--- src/rtl/ldl_acc_sched.sv ---
// Batch scheduler sharing one external y <= y + x accumulator among NREQ requesters:
// clears it, grants len samples round-robin, then offers the sum on a valid/ready port.
module ldl_acc_sched #(
  parameter int WIDTH = 8,
  parameter int NREQ  = 4,
  parameter int LEN_W = 4
) (
  input  logic                  clk,
  input  logic                  rst_n,
  input  logic                  start,
  input  logic [LEN_W-1:0]      len,
  input  logic                  abort,
  input  logic [NREQ-1:0]       req,
  input  logic [NREQ*WIDTH-1:0] x,
  output logic [NREQ-1:0]       gnt,
  output logic                  busy,
  output logic                  acc_clr,
  output logic                  acc_en,
  output logic [WIDTH-1:0]      acc_x,
  input  logic [WIDTH-1:0]      acc_y,
  output logic                  res_valid,
  input  logic                  res_ready,
  output logic [WIDTH-1:0]      res_data
);

  localparam int PTR_W = $clog2(NREQ);

  typedef enum logic [1:0] {IDLE, CLR, RUN, HOLD} state_t;

  state_t           state_q, state_d;
  logic [LEN_W-1:0] rem_q, rem_d;
  logic [PTR_W-1:0] ptr_q, ptr_d;
  logic             sel_found;
  logic [PTR_W-1:0] sel_idx;

  // Round-robin pick: first requester at or after ptr, wrapping.
  always_comb begin
    sel_found = 1'b0;
    sel_idx   = '0;
    for (int k = 0; k < NREQ; k++) begin
      if (!sel_found && req[(int'(ptr_q) + k) % NREQ]) begin
        sel_found = 1'b1;
        sel_idx   = PTR_W'((int'(ptr_q) + k) % NREQ);
      end
    end
  end

  always_comb begin
    state_d   = state_q;
    rem_d     = rem_q;
    ptr_d     = ptr_q;
    gnt       = '0;
    acc_clr   = 1'b0;
    acc_en    = 1'b0;
    acc_x     = '0;
    res_valid = 1'b0;
    res_data  = '0;
    busy      = (state_q != IDLE);

    unique case (state_q)
      IDLE: begin
        if (start) begin
          rem_d   = len;
          state_d = CLR;
        end
      end
      CLR: begin
        acc_clr = 1'b1;
        if (abort)                state_d = IDLE;
        else if (rem_q == '0)     state_d = HOLD;
        else                      state_d = RUN;
      end
      RUN: begin
        if (abort) begin
          state_d = IDLE;
        end else if (sel_found && rem_q != '0) begin
          gnt[sel_idx] = 1'b1;
          acc_en       = 1'b1;
          acc_x        = x[int'(sel_idx)*WIDTH +: WIDTH];
          rem_d        = rem_q - 1'b1;
          ptr_d        = (sel_idx == PTR_W'(NREQ-1)) ? '0 : sel_idx + 1'b1;
          if (rem_q == LEN_W'(1)) state_d = HOLD;
        end
      end
      HOLD: begin
        // HOLD follows the last acc_en by one cycle, so acc_y already holds the full sum.
        res_valid = 1'b1;
        res_data  = acc_y;
        if (abort || res_ready) state_d = IDLE;
      end
      default: state_d = IDLE;
    endcase
  end

  always_ff @(posedge clk or negedge rst_n) begin
    if (!rst_n) begin
      state_q <= IDLE;
      rem_q   <= '0;
      ptr_q   <= '0;
    end else begin
      state_q <= state_d;
      rem_q   <= rem_d;
      ptr_q   <= ptr_d;
    end
  end

endmodule

--- config.mk ---
export PLATFORM = sky130hd
export DESIGN_NAME = ldl_acc_sched
export DESIGN_NICKNAME = d
export VERILOG_FILES = /design/src/rtl/ldl_acc_sched.sv
export SDC_FILE = /design/constraint.sdc
export NUM_CORES = 1
export LEC_CHECK = 0
export CAP_MARGIN = 20
export CORE_MARGIN = 4
export CORE_UTILIZATION = 35
export CTS_CLUSTER_DIAMETER = 50
export CTS_CLUSTER_SIZE = 28
export DETAILED_ROUTE_END_ITERATION = 10
export PLACE_DENSITY = 0.85
export REMOVE_ABC_BUFFERS = 1
export SLEW_MARGIN = 20
export SYNTH_ARGS = -nofsm -noshare
export SYNTH_HDL_FRONTEND = slang
export SYNTH_SLANG_ARGS = --single-unit
--- constraint.sdc ---
create_clock -name clk -period 5 [get_ports clk]
set_input_delay 0.75 -clock clk [delete_from_list [all_inputs] [get_ports clk]]
set_output_delay 0.75 -clock clk [all_outputs]
set_load 0.1 [all_outputs]
* Word level (Yosys, flattened, before mapping)
Cells that the tools add are included.
** Storage, ports and cells
- Register bits after elaboration :: 8
- Input bits :: 53
- Output and inout bits :: 24
- Word-level logic and storage cells :: 96
** Cells by class
- $add $sub $neg :: 5
- Order comparisons :: 6
- Equality and inequality tests :: 11
- Shift-type cells :: 1
- Multiplexer cells :: 46
- Bitwise gates (word level) :: 4
- Reductions and logical operators :: 20
** Operators with widths (number)
- $mux 8 :: 4
- $shiftx 32x6->8 :: 1
- $mux 4 :: 6
- $mux 2 :: 11
- $mux 1 :: 18
- $lt 3x4->1 const B :: 3
- $bmux 1 s2 :: 4
- $ne 2x2->1 const B :: 4
- $pmux 2 s4 :: 1
- $pmux 4 s2 :: 1
- $reduce_and 4->1 :: 2
- $eq 2x2->1 const B :: 3
- $lt 2x3->1 const B :: 2
- $ne 3x3->1 const B :: 2
- $reduce_or 2->1 :: 3
- $logic_and 1x1->1 :: 5
- $add 2x1->2 const B :: 2
- $add 2x2->2 const B :: 2
- $eq 4x1->1 const B :: 1
- $logic_not 4->1 :: 1
- $reduce_bool 2->1 :: 2
- $reduce_bool 4->1 :: 1
- $sub 4x1->4 const B :: 1
- $and 1x1->1 const A :: 3
- other kinds (8) :: 10

* Depth between registers and ports, before layout
- Depth in word-level cells :: 21
- Mapped depth :: 9
- Gate-level depth less buffers :: 7

* Worst setup path after synthesis
No wires, ideal clock.
- Kind :: input port to output port
- Start :: input port req[0]
- End :: output port acc_x[0]
- Data arrival time :: 3316 ps
- Path slack :: 934 ps
- Cell stages on the path :: 6
- Buffers on the path :: 1
- Cells stage by stage :: nor4_2 > a2111oi_4 > and2_1 > buf_6 > nand2_2 > o22ai_1
** On the way
- Word-level cells in the longest chain between the ends :: 16
** RTL lines
- start, declared :: RTL line 13 : input logic [NREQ-1:0] req,
- $bmux 1 s2 :: RTL line 41 : if (!sel_found && req[(int'(ptr_q) + k) % NREQ]) begin
- $mux 1 (not written as such) :: RTL line 41
- $mux 1 :: RTL line 41
- $logic_not 1->1 :: RTL line 41
- $logic_and 1x1->1 :: RTL line 41
- $mux 1 :: RTL line 41
- $logic_not 1->1 :: RTL line 41
- $logic_and 1x1->1 :: RTL line 41
- $mux 1 :: RTL line 41
- $logic_not 1->1 :: RTL line 41
- $logic_and 1x1->1 :: RTL line 41
- $mux 2 / $mux 1 (equally long branches) :: RTL line 41
- $shiftx 32x6->8 / $logic_and 1x1->1 (equally long branches) :: RTL line 79, 76
- $mux 8 (*) :: RTL line 76 : end else if (sel_found && rem_q != '0) begin
- $mux 8 (*) :: RTL line 74 : if (abort) begin
- $mux 8 (*) :: RTL line 60 : unique case (state_q)
- end, declared :: RTL line 19 : output logic [WIDTH-1:0] acc_x,
Every way passes the cells marked *; elsewhere a longest branch is shown, timed or not. The select of a mux whose other input is x is not followed.

* Final worst setup path
- Start :: input port req[3]
- End :: output port gnt[1]
** On the way
- Word-level cells in the longest chain between the ends :: 19
** RTL lines
- $bmux 1 s2 :: RTL line 41
- $mux 1 (not written as such) :: RTL line 41
- $mux 1 :: RTL line 41
- $logic_not 1->1 :: RTL line 41
- $logic_and 1x1->1 :: RTL line 41
- $mux 1 :: RTL line 41
- $logic_not 1->1 :: RTL line 41
- $logic_and 1x1->1 :: RTL line 41
- (+3 left out)
- $mux 2 :: RTL line 41
- $lt 2x3->1 (not written as such) / $ge 2x1->1 (equally long branches) :: RTL line 77 : gnt[sel_idx] = 1'b1;
- $logic_and 1x1->1 (not written as such) :: RTL line 77
- $mux 1 (not written as such) :: RTL line 77
- $demux 1 s2 :: RTL line 77
- $mux 4 (*) :: RTL line 76
- $mux 4 (*) :: RTL line 74
- $mux 4 (*) :: RTL line 60
- end, declared :: RTL line 15 : output logic [NREQ-1:0] gnt,
Marks and branches as above.

==> metrics.yaml <==
worst_setup_path:
  cp_slowest_cell: "nand3_1"
  cp_top_family: "simple AND/OR/NAND/NOR gates"
  worst-setup-path-type: "in2out"
  critPathMaxFanout: 19
  cp.buffers_inverters: 2
  arrival_ns: 3.25
  end_kind: "output pin"
  start_kind: "primary input"
  critPathMaxStageDelay_ns: 0.76
  crit_chain: "clkdlybuf4s50_1 -> nor2_1 -> a221oi_1 -> nand3_1 -> ha_1 -> and3_1 -> buf_4"
  cp_data_required_time_ns: 4.25
global_routing:
  met2_usage: 0.356
  grt_pass1_vias: 1236
  top_usage_layer: "met2"
  grt_overflow: 0
  grt_pass1_wl_mm: 5.29
  global_route.usage.met3: 0.0830
  grt_max_degree: 20
  groute.usage.overall: 0.195
  antenna_found_initial: 0
  met1_usage: 0.192
route:
  via_per_inst: 5.37
  drt_iter0_drc: 53
  routed_wl_mm: 3.31
  dr.pass1.iters: 4
  post_drt_wl_per_cell_um: 15.3
  ant_nets: 0
  drcViolationCount: 0
  vias: 1159
yosys:
  synth_top_family_by_area: "simple AND/OR/NAND/NOR gates"
  synth.cell_area_sq_um: 961
  synth_xor_xnor_area_share: 0
  synthArstFlopShare: 1.00
  synth_area_per_cell_sq_um: 8.50
  synth-simple-area-share: 0.240
  synth_compound_area_frac: 0.236
  syn_inst: 113
  synth-adder-area-share: 0.0781
  synth_warnings: 0
  ys_types: 39
  synth_ff_type: "dfrtp_1"
  seq_area_frac_synth: 0.208
  ys_seq_elements: 8
  synth-edff-count: 0
  muxShareOfSynthArea: 0.167
layout:
  final_nets: 247
  postLayoutCellArea_sq_um: 1710
  areaGrowthSynthToFinish_pct: 78.0
  layout-drive-gt1-share: 0.134
  final_core_util: 0.672
  num_antenna_cells: 0
  instances_no_fill: 216
die:
  fp.dieW_um: 60.4
  die_area_sq_um: 3650
  initial_core_util: 0.378
  io_pins: 77
  fp.coreArea_sq_um: 2540
  dieHeight_um: 60.4
  rows: 18
placed_design:
  portBuffers: 76
  gp_congestion: 0.753
  dpl.hpwl_mm: 2.75
  dp_cells: 213
  dp_slack_ns: 0.981
  place_area_sq_um: 1690
clocking:
  cts_setup_buffers: 0
  cts_buffers: 3
  worstSkewPairLatency_ns: 0.26
  clk_pin_slew_worst_paths_ns: 0.06
  root_buffer: "clkbuf_4"
  cts_hold_buf: 0
  cts_buffer_depth: 2
  cts_resized: 0
  cts_tree: "yes"
  clock-sinks: 8
  h-tree-depth: 1
min_path:
  hold_class: "reg2reg"
timing:
  fin_tns_setup_ns: 0
  hold_viol_final: 0
  fin_ws_ns: 1.00
  period_minus_slack_ns: 4.00
  period_share: 0.800
  finalSetupViolCount: 0
  max_freq_ghz: 0.250
  grt_setup_unrepaired: "no"
  clock_skew_ns: 0.00392
  relSlewSlack: 0.310
  worst_pin_slew_ns: 1.03
  final_max_slew_viol_count: 0
run:
  maxCapViolations: 0
power_and_ir_drop:
  p_leak_nw: 0.796
  irDropWorstVdd_mv: 0.312
  power_density_nw_per_um2: 388
outcome:
  status: "complete, no violations"
==> path summary, 6_finish.rpt <==
kind / start / end / slack [ns] / cells past startpoint
worst min-delay path: rem_q[3] / rem_q[3] / 0.53 / 1
max in group asynchronous: rst_n / ptr_q[0] / 3.95 / 1
worst max-delay path: req[3] / gnt[1] / 1.00 / 7
worst min register to register: rem_q[3] / rem_q[3] / 0.53 / 1
min in group asynchronous: rst_n / state_q[0] / 0.77 / 1
worst max register to register: ptr_q[1] / ptr_q[1] / 2.70 / 7
==> synthesized netlist by cell type (2+ instances only) <==
master | count | area, sq um
nor2b_1 | 2 | 12.5
and3_1 | 12 | 75.1
buf_6 | 2 | 22.5
dfrtp_1 | 8 | 200
o21ai_1 | 4 | 20.0
clkbuf_1 | 3 | 11.3
a21oi_1 | 2 | 10.0
mux2i_1 | 16 | 160
nand3_1 | 3 | 15.0
nand2_1 | 3 | 11.3
nand3b_1 | 2 | 15.0
inv_1 | 5 | 18.8
nor2_1 | 8 | 30.0
a211oi_1 | 2 | 15.0
a31oi_1 | 2 | 12.5
ha_1 | 6 | 75.1
o22ai_1 | 9 | 56.3
inv_2 | 3 | 11.3
==> flip-flops by register name, indices dropped and copies added, names as in the netlist <==
signal and cells:
rem_q 4, ptr_q 2, state_q 2
==> routing by layer <==
metal	share of wire	wire length, um
met1	0.36	1190
met2	0.52	1710
met3	0.11	361
met4	0.015	49
met5	0	0
==> through the flow <==
| stage | hold slack, ns | total power [mW] |
|---|---|---|
| final | 0.531 | 0.663 |
| after floorplan | 0.454 | 0.480 |
| after global routing | 0.578 | 0.713 |
| after CTS | 0.537 | 0.666 |
| after detailed placement | 0.519 | 0.611 |
| after global placement | 0.504 | 0.597 |
==> kinds of logic after synthesis <==
group                    count (synthesis)
AND/OR/NAND/NOR                         39
AO/OA/AOI/OAI                           30
multiplexers                            16
buffers and inverters                   14
flip-flops                               8
adder cells (fa/ha/maj)                  6
==> area by class of cell <==
class,count,area [sq um]
clock buffer,3,22.5
timing repair buffer,76,728
fill,215,835
inverter,8,30.0
sequential,8,200
tap,30,37.5
multi-input combinational,91,692
==> power by group <==
group / internal (mW) / switching (mW)
Sequential: 0.0928 / 0.0402
Clock: 0.0278 / 0.0265
Combinational: 0.172 / 0.303
==> cells in the final DEF, fill, tap and decap left out <==
master / count
a2111oi_4: 1
a211o_1: 1
a211oi_1: 2
a21oi_1: 2
a221oi_1: 1
a221oi_2: 1
a22o_1: 1
a22oi_1: 1
a31oi_1: 2
and2_1: 1
and2b_1: 1
and3_1: 12
buf_4: 13
clkbuf_4: 3
clkdlybuf4s50_1: 63
dfrtp_1: 8
ha_1: 6
inv_1: 5
inv_2: 3
mux2i_1: 16
nand2_1: 3
nand2_2: 1
nand2_4: 1
nand2b_1: 1
nand3_1: 3
nand3b_1: 2
nor2_1: 8
nor2_2: 1
nor2b_1: 2
nor4_2: 1
nor4b_1: 1
o21a_1: 1
o21ai_0: 1
o21ai_1: 4
o21bai_1: 1
o22ai_1: 9
o31ai_1: 1
o41ai_1: 1
or3_1: 1
Note: power is estimated with default switching activity, not from simulation.
